File: src/rtl/rle_sched_pkg.sv
// rtl/rle_sched_pkg.sv - shared FSM states, block constants and block-type decode for the RLE block scheduler
//
// Purpose : types and constants shared by rle_block_sched and blk_counter.
// Contents: sched_state_t (IDLE/LAUNCH/RUN), BLOCKS_PER_MB, LAST_BLK_IDX,
//           block-type codes BLK_Y/BLK_CB/BLK_CR and the blk_type_of() decode.
package rle_sched_pkg;

  typedef enum logic [1:0] {
    ST_IDLE   = 2'd0,
    ST_LAUNCH = 2'd1,
    ST_RUN    = 2'd2
  } sched_state_t;

  localparam int BLOCKS_PER_MB = 6;
  localparam logic [2:0] LAST_BLK_IDX = 3'(BLOCKS_PER_MB - 1);

  localparam logic [1:0] BLK_Y  = 2'd0;
  localparam logic [1:0] BLK_CB = 2'd1;
  localparam logic [1:0] BLK_CR = 2'd2;

  // 4:2:0 macroblock order: four luma blocks, then Cb, then Cr.
  function automatic logic [1:0] blk_type_of(input logic [2:0] idx);
    case (idx)
      3'd4:    return BLK_CB;
      3'd5:    return BLK_CR;
      default: return BLK_Y;
    endcase
  endfunction

endpackage

File: src/rtl/rle_block_sched_blk_counter.sv
// rtl/rle_block_sched_blk_counter.sv - block position and macroblock counter for the RLE scheduler
//
// Purpose : tracks the block position inside a macroblock and counts completed macroblocks.
// Ports   : clk, reset      - clock, async active-high reset
//           advance         - one block finished encoding (step blk_idx)
//           blk_idx/blk_type- current block position 0..5 and its Y/Cb/Cr code
//           mb_done         - one-cycle pulse in the cycle after block 5 finishes
//           mb_count        - completed macroblocks, wraps at 2^MB_CNT_W
module blk_counter
  import rle_sched_pkg::*;
#(
  parameter int MB_CNT_W = 16
) (
  input  logic                clk,
  input  logic                reset,
  input  logic                advance,
  output logic [2:0]          blk_idx,
  output logic [1:0]          blk_type,
  output logic                mb_done,
  output logic [MB_CNT_W-1:0] mb_count
);

  logic wrap;

  assign wrap = advance && (blk_idx == LAST_BLK_IDX);

  always_ff @(posedge clk or posedge reset) begin
    if (reset) begin
      blk_idx  <= '0;
      mb_done  <= 1'b0;
      mb_count <= '0;
    end else begin
      // Registered so the pulse lands in the cycle after the wrap edge.
      mb_done <= wrap;
      if (advance) begin
        blk_idx <= wrap ? 3'd0 : blk_idx + 3'd1;
      end
      if (wrap) begin
        mb_count <= mb_count + 1'b1;
      end
    end
  end

  assign blk_type = blk_type_of(blk_idx);

endmodule

File: src/rtl/rle_block_sched.sv
// rtl/rle_block_sched.sv - ping-pong coefficient buffer scheduler between DCT producer and RLE encoder
//
// Purpose : owns the two buffer-full flags and the write/read buffer selects, launches
//           the encoder on each filled buffer and counts blocks/macroblocks.
// Ports   : clk, reset             - clock, async active-high reset
//           prod_valid/prod_ready  - producer finished a block into wr_sel / wr_sel is free
//           wr_sel, rd_sel         - producer write buffer, encoder read buffer
//           enc_rdy, enc_en        - encoder idle / one-cycle encoder start
//           enc_end                - encoder accepted the last symbol of the block
//           blk_idx, blk_type      - block position 0..5 and Y/Cb/Cr code
//           mb_done, mb_count      - macroblock completion pulse and count
//           busy                   - any buffer full or encoder activity in flight
module rle_block_sched
  import rle_sched_pkg::*;
#(
  parameter int MB_CNT_W = 16
) (
  input  logic                clk,
  input  logic                reset,
  input  logic                prod_valid,
  output logic                prod_ready,
  output logic                wr_sel,
  output logic                rd_sel,
  input  logic                enc_rdy,
  output logic                enc_en,
  input  logic                enc_end,
  output logic [2:0]          blk_idx,
  output logic [1:0]          blk_type,
  output logic                mb_done,
  output logic [MB_CNT_W-1:0] mb_count,
  output logic                busy
);

  sched_state_t state, state_nxt;
  logic [1:0]   full, full_nxt;
  logic         accept;
  logic         rel_blk;

  assign prod_ready = ~full[wr_sel];
  assign accept     = prod_valid & prod_ready;
  // enc_end only means something once the encoder has actually been started.
  assign rel_blk    = (state == ST_RUN) & enc_end;

  always_ff @(posedge clk or posedge reset) begin
    if (reset) begin
      state <= ST_IDLE;
    end else begin
      state <= state_nxt;
    end
  end

  always_comb begin
    state_nxt = state;
    enc_en    = 1'b0;
    case (state)
      ST_IDLE: begin
        if (full[rd_sel] && enc_rdy) begin
          state_nxt = ST_LAUNCH;
        end
      end
      ST_LAUNCH: begin
        enc_en    = 1'b1;
        state_nxt = ST_RUN;
      end
      ST_RUN: begin
        if (enc_end) begin
          state_nxt = ST_IDLE;
        end
      end
      default: state_nxt = ST_IDLE;
    endcase
  end

  // A fill and a release never target the same buffer: a fill needs
  // full[wr_sel]=0 while a release needs full[rd_sel]=1, so both apply.
  always_comb begin
    full_nxt = full;
    if (rel_blk) begin
      full_nxt[rd_sel] = 1'b0;
    end
    if (accept) begin
      full_nxt[wr_sel] = 1'b1;
    end
  end

  always_ff @(posedge clk or posedge reset) begin
    if (reset) begin
      full   <= 2'b00;
      wr_sel <= 1'b0;
      rd_sel <= 1'b0;
    end else begin
      full <= full_nxt;
      if (accept) begin
        wr_sel <= ~wr_sel;
      end
      if (rel_blk) begin
        rd_sel <= ~rd_sel;
      end
    end
  end

  assign busy = (|full) | (state != ST_IDLE);

  blk_counter #(
    .MB_CNT_W(MB_CNT_W)
  ) u_blk_counter (
    .clk      (clk),
    .reset    (reset),
    .advance  (rel_blk),
    .blk_idx  (blk_idx),
    .blk_type (blk_type),
    .mb_done  (mb_done),
    .mb_count (mb_count)
  );

endmodule

File: config.mk
export PLATFORM = sky130hd
export DESIGN_NAME = rle_block_sched
export DESIGN_NICKNAME = d
export VERILOG_FILES = /design/src/rtl/rle_sched_pkg.sv /design/src/rtl/rle_block_sched_blk_counter.sv /design/src/rtl/rle_block_sched.sv
export SDC_FILE = /design/constraint.sdc
export NUM_CORES = 1
export LEC_CHECK = 0
export BUFFER_PORTS_ARGS = -buffer_cell sky130_fd_sc_hd__buf_2
export CAP_MARGIN = 15
export CORE_MARGIN = 4
export CORE_UTILIZATION = 55
export DETAILED_ROUTE_END_ITERATION = 10
export PLACE_DENSITY_LB_ADDON = 0.08
export SLEW_MARGIN = 25
export SYNTH_ARGS = -nofsm -noshare
export SYNTH_HDL_FRONTEND = slang
export SYNTH_HIERARCHICAL = 1
export SYNTH_SLANG_ARGS = --single-unit
File: constraint.sdc
create_clock -name clk -period 3.1 [get_ports clk]
set_input_delay 0.155 -clock clk [delete_from_list [all_inputs] [get_ports clk]]
set_output_delay 0.155 -clock clk [all_outputs]
set_load 0.005 [all_outputs]
==> results.md, run 1 <==
- Worst path depth: 5
- Worst Tran Pin Value: 0.739 ns
- CP delay by family, top: simple AND/OR/NAND/NOR gates
- CP peak stage delay: 0.57 ns
- CP Max Fanout: 10
- Site row count: 16
- Fin Setup TNS: 0 ns
- Post-synth cell types: 31
- All-layer global routing usage: 16.5%
- Sequential area share after synthesis: 54.2%
- VDD IR max: 0.447 mV
- H-tree levels: 1
- HP Start: enc_rdy
- Critical Path AT: 2.26 ns
- CP most frequent cell: nand4_1
- Crit path kind: register to register
- CTS buffer count: 3
- Final WL: 2.16 mm
- Hold Path End: state[0]
- Drt first pass iters: 4
- Highest Signal Layer: met4
- RSZ-0062 raised after global routing: no
- Critical path startpoint: state[0]
- Synth area leaders: dfrtp_1, xnor2_1, xor2_1
- Setup crit end kind: register
- Clock latency reported for the late side of the worst-skew pair: 0.31 ns
- CP Launch Type: register
- Global-route wire length before repair: 3.54 mm
- Syn Std Cell Area: 0.00120 mm2
- Top cell type by total area after synthesis: dfrtp_1
- Max frequency: 492 MHz
- CP Data Required Time: 3.32 ns
- Detailed-route via count: 868
- Placed cells: 161
- Leakage Power: 0.791 nW
- Met3 wire len: 102 um
- Hold path cells: 2
- Number of I/O pins: 32
- Share of cells above drive strength 1: 28.8%
- GPL Wtd Cong: 0.770
- R2R Path End: u_blk_counter/mb_count[14]
- Outcome: completed
- Initial drt markers: 12
- Synth warnings: 6
- Root Buffer: clkbuf_4
- Initial Util: 59.4%
- Largest net degree at the start of global routing: 21
- R2r setup slk: 1.07 ns
- Post-synth top area share: 54.2%
- DR WL/cell: 13.0 um
- Total core area: 0.00202 mm2
- Mapped Cells: 104
- Remaining antenna violation count: 0
- Vias in the first global route: 808
- Met1 WL: 1.03 mm
- Critical Path Slowest Stage Cell: nor3_1
- Syn Area/Cell: 11.5 um2
- PortBufs: 31
- Clk slew on worst S/H paths: 0.14 ns
- Clock sinks: 26
- Max-cap violations: 0
- Final setup vio count: 0
- CTS tree: done
- Pre-CTS setup slack: 1.09 ns
- DRC Markers: 0
- #FFs+latches synth: 26
- Dpl hpwl: 1.62 mm
- Critical Path, Cell by Cell: and3b_2 > nand4_1 > nor3_1 > nand4_1 > xnor2_1
- Area growth syn-to-layout: 18.6%
- Clock buffer depth: 2
- # diodes: 0
- Setup ws final: 1.07 ns
- Fin. Hold Viols: 0
- Final cell count without fillers: 166
- Die Y: 54.7 um
- HP Class: primary input to register
- Pwr dens: 629 mW/mm2
- Period utilization: 65.6%
- Clock Skew: 0.00866 ns
- Cts repair resizes: 0
- Crit path buffers/inverters: 0
- Initial antenna violation count: 0
- Reg2Reg Depth: 5
- Max Slew Vio Count: 0
- RR Startpoint: state[0]
- Min Clock Period, post-route: 2.03 ns
- Relative slew margins: 50.7%
- Total congestion overflow: 0
- Layout Nets: 149
- Synthesized net count: 113
- Die X: 54.7 um
- Vias per cell: 5.23
- Met2 WL: 1.01 mm
- Die footprint: 0.00300 mm2
==> registers in the layout (all words and copies together), names as in the netlist <==
name,flops
wr_sel,1
state,2
u_blk_counter/mb_done,1
u_blk_counter/blk_idx,3
full,2
u_blk_counter/mb_count,16
rd_sel,1
==> cell usage after synthesis, drive strengths merged <==
cell and instances:
nor3 3, nor3b 2, and2 1, xnor2 8, a21oi 1, nor2b 2, o21ai 4, or4 2
or2 1, ha 4, dfrtp 26, nor4b 1, a21o 2, and3 2, nand4 4, and3b 1
buf 1, xor2 8, nand3 7, mux2 1, and4 1, inv 6, nand2 8, nor2 3
nand4bb 1, a31oi 1, nand2b 1, mux2i 2
==> worst reg2reg max path, delay by kind of cell (launching register included) <==
kind,cells,cell delay (ns)
flip-flops,1,0.44
XOR/XNOR,1,0.16
AND/OR/NAND/NOR,4,1.35
==> layout make-up <==
cell class,instances,area [um2]
Inverter,6,22.5
Fill cell,142,597
Tap cell,27,33.8
Timing Repair Buffer,32,165
Sequential cell,26,651
Clock buffer,4,36.3
Multi-Input combinational cell,71,517
==> worst max-delay path by stage <==
stage                                            end  slack, ns
after floorplan           u_blk_counter/mb_count[15]       1.22
after global placement    u_blk_counter/mb_count[12]       1.19
after detailed placement  u_blk_counter/mb_count[14]       1.09
after CTS                 u_blk_counter/mb_count[14]       1.08
after global routing      u_blk_counter/mb_count[12]       0.94
final                     u_blk_counter/mb_count[14]       1.07
==> per-layer routing <==
metal	up-vias	GRT usage [%]
met2	22	26.8
met3	2	3.27
met1	416	21.6
li1	428	-
met5	-	0
met4	0	6.22
==> timing repair <==
action / CTS / global route
hold endpoints to repair: 26 / 0
setup buffers: 0 / 0
hold buffers: 1 / 0
==> cell usage in the layout, fill, tap and decap left out <==
master / Yosys / layout
a21o_1: 2 / 2
nand3_1: 6 / 6
nor3_1: 2 / 2
inv_1: 6 / 6
nor3b_1: 2 / 2
nor2b_1: 2 / 2
clkbuf_8: 0 / 1
xnor2_1: 8 / 8
nor4b_1: 1 / 1
mux2i_1: 2 / 2
nand3_2: 1 / 1
buf_2: 0 / 31
xor2_1: 8 / 8
a31oi_1: 1 / 1
ha_1: 4 / 4
or4_4: 1 / 1
dlygate4sd3_1: 0 / 1
and3_1: 2 / 2
mux2_2: 1 / 1
a21oi_1: 1 / 1
or2_1: 1 / 1
o21ai_0: 4 / 4
and4_1: 1 / 1
clkbuf_4: 0 / 3
nor2_1: 3 / 3
nand2_1: 8 / 8
and2_1: 1 / 1
nand4_1: 4 / 4
and3b_2: 1 / 1
or4_1: 1 / 1
nor3_4: 1 / 1
dfrtp_1: 26 / 26
nand2b_1: 1 / 1
nand4bb_1: 1 / 1
==> kinds of logic after synthesis <==
| group | synth area share, % |
|---|---|
| multiplexers | 2.60 |
| AO/OA/AOI/OAI | 3.85 |
| adder cells (fa/ha/maj) | 4.17 |
| AND/OR/NAND/NOR | 20.7 |
| buffers and inverters | 2.81 |
| flip-flops | 54.2 |
| XOR/XNOR | 11.7 |
==> power breakdown <==
part	total [mW]	internal (mW)	switching, mW	leakage, nW
Clock	0.167	0.0717	0.0956	0.0210
Combinational	0.242	0.129	0.113	0.426
Sequential	0.487	0.404	0.0826	0.344
Total	0.896	0.605	0.291	0.791
==> stage by stage <==
stage	cell area, um2	power (mW)	hold WS (ns)	util, %
floorplan	1200	0.626	-0.0540	-
global placement	1380	0.724	0.0882	68.2
detailed placement	1380	0.736	0.0856	68.2
CTS	1430	0.902	0.0986	70.5
global route	1430	0.965	0.0763	70.5
finish	1430	0.896	0.103	70.5
No activity file was read; power rests on OpenSTA's default activity.
==> run 2: changes to the inputs <==
ABC_AREA = 1   (was unset)
CORE_UTILIZATION = 53   (was 55)
clock period = 1.9 ns   (was 3.1 ns; I/O delays follow)
==> run 2 against run 1 <==
  * Via count rose by 37%
  * Fmax rose by 30%
  * Flip-flop and latch count did not move
  * Clock power rose by 69%
  * Sequential power rose by 70%
  * Routed wire length rose by 29%
  * Die area rose by 19%
  * Count of clock-buffer cells in the layout did not move
  * Critical path depth rose by 3
  * Global-route usage rose by 1.3 points
  * Design area rose by 18%
  * Register-to-register slack got worse by 0.73 ns
  * Largest cell class is now multi-input combinational cells
  * Largest power group unchanged
==> results.md, run 2 <==
- Initial antenna violation count: 0
- Met3 wire len: 89 um
- Area growth syn-to-layout: 18.6%
- Largest net degree at the start of global routing: 21
- HP Class: primary input to async pin
- GPL Wtd Cong: 0.766
- VDD IR max: 0.845 mV
- Min Clock Period, post-route: 1.57 ns
- PortBufs: 31
- Top FF cell, synth: dfrtp_1
- Initial Util: 56.4%
- R2R Path End: u_blk_counter/mb_count[14]
- Leakage Power: 0.930 nW
- Synth warnings: 6
- DR WL/cell: 11.3 um
- Max reg flops: 16
- Most frequent cells in the layout: nand2_1, buf_2, dfrtp_1, inv_1, nor2_1
- Clock latency reported for the late side of the worst-skew pair: 0.32 ns
- RSZ-0062 raised after global routing: no
- Top-count cell post-synth: nand2_1
- Post-synth cell types: 23
- Fill count: 219
- Max-cap violations: 0
- Top cell type by total area after synthesis: dfrtp_1
- Vias in the first global route: 1,160
- Reg2Reg Depth: 8
- Number of I/O pins: 32
- Final Util: 66.9%
- Clock sinks: 26
- Critical Path, Cell by Cell: inv_2 > nand3_2 > inv_1 > nand3_4 > nor2_4 > nand2_2 > o21ai_1 > nand2_1
- DRC Markers: 0
- Initial drt markers: 23
- Setup crit end kind: register
- Share of cells above drive strength 1: 21.8%
- Critical Path Slowest Stage Cell: dfrtp_1
- Worst path depth: 8
- Pre-CTS setup slack: 0.343 ns
- Detailed-route via count: 1,186
- Fin Hold WS: 0.211 ns
- Final cell count without fillers: 246
- Total core area: 0.00252 mm2
- Setup ws final: 0.334 ns
- CTS buffer count: 3
- Relative slew margins: 50.0%
- Drt first pass iters: 4
- Global-route wire length before repair: 4.87 mm
- Site row count: 18
- Crit path buffers/inverters: 2
- Commonest cells post-synth: nand2_1, dfrtp_1, inv_1
- CP Data Required Time: 2.12 ns
- Clk slew on worst S/H paths: 0.15 ns
- Root Buffer: clkbuf_4
- Met2 WL: 1.44 mm
- Total congestion overflow: 0
- Crit path kind: register to register
- CP peak stage delay: 0.44 ns
- Met1 WL: 1.23 mm
- Max Slew Vio Count: 0
- Synth area leaders: dfrtp_1, nand2_1, inv_1
- # Post-CTS Setup Buffers: 0
- Mapped Cells: 178
- Period utilization: 82.4%
- Syn Std Cell Area: 0.00142 mm2
- Remaining antenna violation count: 0
- Final setup vio count: 0
- CTS tree: done
- Clock buffer depth: 2
- EDFF count, synth: 0
- Pwr dens: 993 mW/mm2
- Vias per cell: 4.82
- Max frequency: 639 MHz
- Highest Signal Layer: met4
- CP delay by family, top: simple AND/OR/NAND/NOR gates
- Dpl hpwl: 2.15 mm
- Worst Tran Pin Value: 0.749 ns
- Clock Skew: 0.00684 ns
- Layout Nets: 226
- Multi-input gate area: 662 um2
- Cts repair resizes: 0
- # diodes: 0
- CP Launch Type: register
- Commonest non-fill, non-tap cell in the layout: nand2_1
- Regs by FF count: u_blk_counter/mb_count x16, u_blk_counter/blk_idx x3
- CTS Hold Bufs: 4
- Synthesized net count: 187
- Critical path startpoint: state[0]
- Post-synth top area share: 45.7%
- Fin. Hold Viols: 0
- Critical Path AT: 1.79 ns
- Die footprint: 0.00358 mm2
- Synth async-reset ratio: 100%
- RR Startpoint: state[0]
- Worst setup path endpoint: u_blk_counter/mb_count[14]
- Placed cells: 238
- Sequential area share after synthesis: 45.7%
- Final WL: 2.78 mm
- Outcome: completed
- Fin Setup TNS: 0 ns
- CP Max Fanout: 8
- Die X: 59.8 um
- Die Y: 59.8 um
- FF+latch area: 651 um2
- Largest Register: u_blk_counter/mb_count
- All-layer global routing usage: 17.8%
- H-tree levels: 1
- Syn Area/Cell: 7.99 um2
- R2r setup slk: 0.33 ns
- #FFs+latches synth: 26
-- run 2: kinds of logic (layout without fill, tap and decap cells) --
kind of cell	count (synthesis)	after routing	share of synthesized area (%)
simple gates	99	99	32.6
flops	26	26	45.7
compound gates	11	11	4.84
xor+xnor	9	9	5.54
buf+inv	29	67	7.74
fa+ha+maj	4	4	3.52
-- run 2: final cells by class --
cell class | instances | area share (%)
sequential | 26 | 38.6
inverter | 28 | 6.23
tap | 30 | 2.23
timing repair buffer | 35 | 11.6
multi-input combinational | 123 | 39.2
clock buffer | 4 | 2.15
-- run 2: metal layers --
| layer | GRT usage (%) | vias to the layer above |
|---|---|---|
| met5 | 0 | - |
| met4 | 7.28 | 0 |
| met3 | 2.81 | 2 |
| met2 | 31.6 | 22 |
| met1 | 21.1 | 542 |
| li1 | - | 620 |
-- run 2: how the worst min path moves through the flow --
stage | to | slack [ns] | cells past startpoint
after floorplan | full[0] | -0.11 | 1
after global placement | state[1] | 0.03 | 2
after detailed placement | state[1] | 0.03 | 2
after CTS | full[1] | 0.22 | 3
after global routing | state[1] | 0.22 | 3
final | state[1] | 0.21 | 3
-- run 2: worst min-delay path: cells and delay by family --
family / cells / cell delay (ns)
buf+inv: 3 / 0.83
-- run 2: through the flow --
stage                     instance area [um2]  total power [mW]
after floorplan                          1420              1.19
after global placement                   1610              1.38
after detailed placement                 1610              1.40
after CTS                                1690              1.70
after global routing                     1690              1.83
final                                    1690              1.68
-- run 2: where the power goes --
part | internal (mW) | switching [mW]
Sequential | 0.673 | 0.154
Combinational | 0.247 | 0.319
Clock | 0.117 | 0.166
==> run 3: changes to the inputs <==
CORE_UTILIZATION = 48   (was 53)
clock period = 1.37 ns   (was 1.9 ns; I/O delays follow)
==> run 3 against run 2 <==
  * The flow now finishes with violations (negative setup slack)
  * Combinational power up 120%
  * Register-to-register slack worse by 0.34 ns
  * Non-clock buffer count up 18
  * Critical path depth down 2
  * Die area up 9.0%
  * Final cell count up 7.7%
  * Clock power up 88%
  * Core utilization up 2.0 points
  * Sequential power up 38%
  * Critical endpoint is now blk_type[1]
==> results.md, run 3 (same netlist as run 2, synthesis figures left out) <==
- All-layer global routing usage: 17.5%
- Net Switching: 1.05 mW
- Fin. Hold Viols: 0
- Sequential fraction of design power: 39.2%
- CTS buffer count: 3
- Clk slew on worst S/H paths: 0.14 ns
- RR Startpoint: u_blk_counter/blk_idx[1]
- Layout Nets: 244
- Setup crit end kind: output pin
- Largest net degree at the start of global routing: 21
- Final setup vio count: 4
- Initial antenna violation count: 0
- Critical Path Slowest Stage Cell: dfrtp_1
- Remaining antenna violation count: 0
- Dpl hpwl: 2.31 mm
- CP Launch Type: register
- VDD IR max: 1.02 mV
- Commonest non-fill, non-tap cell in the layout: nand2_1
- CP Max Fanout: 3
- Worst Tran Pin Value: 0.302 ns
- Largest Register: u_blk_counter/mb_count
- CP Data Required Time: 1.30 ns
- Die X: 62.4 um
- Global-route wire length before repair: 5.62 mm
- CP delay by family, top: flip-flops
- R2r setup slk: -0.01 ns
- Site row count: 19
- Root Buffer: clkbuf_4
- Die footprint: 0.00390 mm2
- Clock buffer depth: 2
- Max reg flops: 16
- Switching share of power: 36.1%
- Relative slew margins: 79.8%
- RSZ-0062 raised after global routing: yes
- Pwr Total: 2.91 mW
- Clk network pwr share: 18.2%
- Fill count: 229
- GPL Wtd Cong: 0.795
- Pwr dens: 1510 mW/mm2
- Multi-input gate area: 728 um2
- Share of cells above drive strength 1: 33.3%
- Drt first pass iters: 4
- Detailed-route via count: 1,287
- Setup ws final: -0.0251 ns
- R2R Path End: u_blk_counter/mb_count[12]
- Total congestion overflow: 0
- H-tree levels: 1
- Max Slew Vio Count: 0
- CTS tree: done
- Final Util: 68.9%
- P_int: 1.86 mW
- FF+latch area: 651 um2
- Fin Setup TNS: -0.0399 ns
- Min Clock Period, post-route: 1.40 ns
- Vias in the first global route: 1,338
- Initial Util: 50.7%
- Number of I/O pins: 32
- Die Y: 62.4 um
- Most frequent cells in the layout: nand2_1, buf_2, dfrtp_1, inv_1, nor2_1
- Clock Skew: 0.00325 ns
- Logic gate share of total power: 42.5%
- # diodes: 0
- Clock latency reported for the late side of the worst-skew pair: 0.32 ns
- Area growth syn-to-layout: 35.8%
- Initial drt markers: 33
- Period utilization: 102%
- Clock sinks: 26
- Leakage Power: 1.05 nW
- CP peak stage delay: 0.42 ns
- Reg2Reg Depth: 8
- Max-cap violations: 0
- DR WL/cell: 11.9 um
- Outcome: finished with violations
- Final WL: 3.15 mm
- Total core area: 0.00281 mm2
- PortBufs: 31
- Critical Path AT: 1.33 ns
- Fin Hold WS: 0.185 ns
- HP Class: primary input to async pin
- DRC Markers: 0
- Failing checks: negative setup slack
- Vias per cell: 4.86
- Crit path buffers/inverters: 4
- Crit path kind: register to output pin
- Max frequency: 717 MHz
- Regs by FF count: u_blk_counter/mb_count x16, u_blk_counter/blk_idx x3
- Critical Path, Cell by Cell: inv_2 > ha_4 > nand2_4 > buf_6 > inv_2 > buf_6
-- run 3: cell count changes in the layout (fill, tap and decap cells not counted), sizes merged --
| cell | previous run | this run |
|---|---|---|
| bufinv | 0 | 1 |
| buf | 31 | 49 |
| clkbuf | 4 | 3 |
-- run 3: worst register-to-register path, stage by stage (launching register included) --
cell,delay (ns)
dfrtp_1,0.42
inv_2,0.09
ha_4,0.16
buf_6,0.10
nand3_4,0.09
nor2_4,0.14
nand2_4,0.10
o21ai_1,0.12
nand2_1,0.06
-- run 3: how the worst max path moves through the flow --
stage | start | endpoint | slack, ns | depth (start not counted)
3_5_place_dp | u_blk_counter/blk_idx[1] | u_blk_counter/mb_count[11] | 0.01 | 7
4_1_cts | u_blk_counter/blk_idx[1] | blk_type[1] | -0.0009 | 6
5_1_grt | u_blk_counter/blk_idx[1] | u_blk_counter/mb_count[14] | -0.10 | 8
6_report | u_blk_counter/blk_idx[1] | blk_type[1] | -0.03 | 6
2_1_floorplan | state[0] | u_blk_counter/mb_count[10] | 0.02 | 9
3_3_place_gp | state[0] | u_blk_counter/mb_count[14] | 0.05 | 8
-- run 3: what timing repair did --
| action | in CTS | in global routing |
|---|---|---|
| buffers inserted | 3 | 4 |
| pin swaps | 1 | 3 |
| gates resized for setup | 12 | 14 |
| hold buffers | 4 | 0 |
| endpoints found under the hold margin | 29 | 0 |
| endpoints found under the setup margin | 4 | 13 |
-- run 3: routing by layer --
layer,global-route usage (%),vias to the layer above,share of wire [%]
li1,-,658,-
met1,18.9,604,41
met3,2.70,0,3.8
met5,0,-,0
met4,4.13,0,0
met2,35.2,25,56
-- run 3: area by class of cell --
| type | instances | share of cell area (%) |
|---|---|---|
| Multi-Input combinational cell | 123 | 37.7 |
| Sequential cell | 26 | 33.7 |
| Timing Repair Buffer | 53 | 18.2 |
| Inverter | 28 | 5.70 |
| Tap cell | 31 | 2.01 |
| Clock inverter | 1 | 1.55 |
| Clock buffer | 3 | 1.17 |
-- run 3: power groups by stage --
stage | clock network [mW] | registers (mW) | logic [mW]
floorplan | 0 | 1.14 | 0.513
detailed placement | 0 | 1.14 | 0.938
global route | 0.584 | 1.17 | 1.39
CTS | 0.545 | 1.14 | 1.08
finish | 0.531 | 1.14 | 1.24
global placement | 0 | 1.12 | 0.912
-- run 3: through the flow --
stage	area [um2]	worst slack, ns	std cells
3_3_place_gp	1690	0.0455	250
2_1_floorplan	1430	0.0219	178
5_1_grt	1930	-0.104	265
6_report	1930	-0.0251	265
4_1_cts	1840	-0.000880	261
3_5_place_dp	1690	0.0126	250
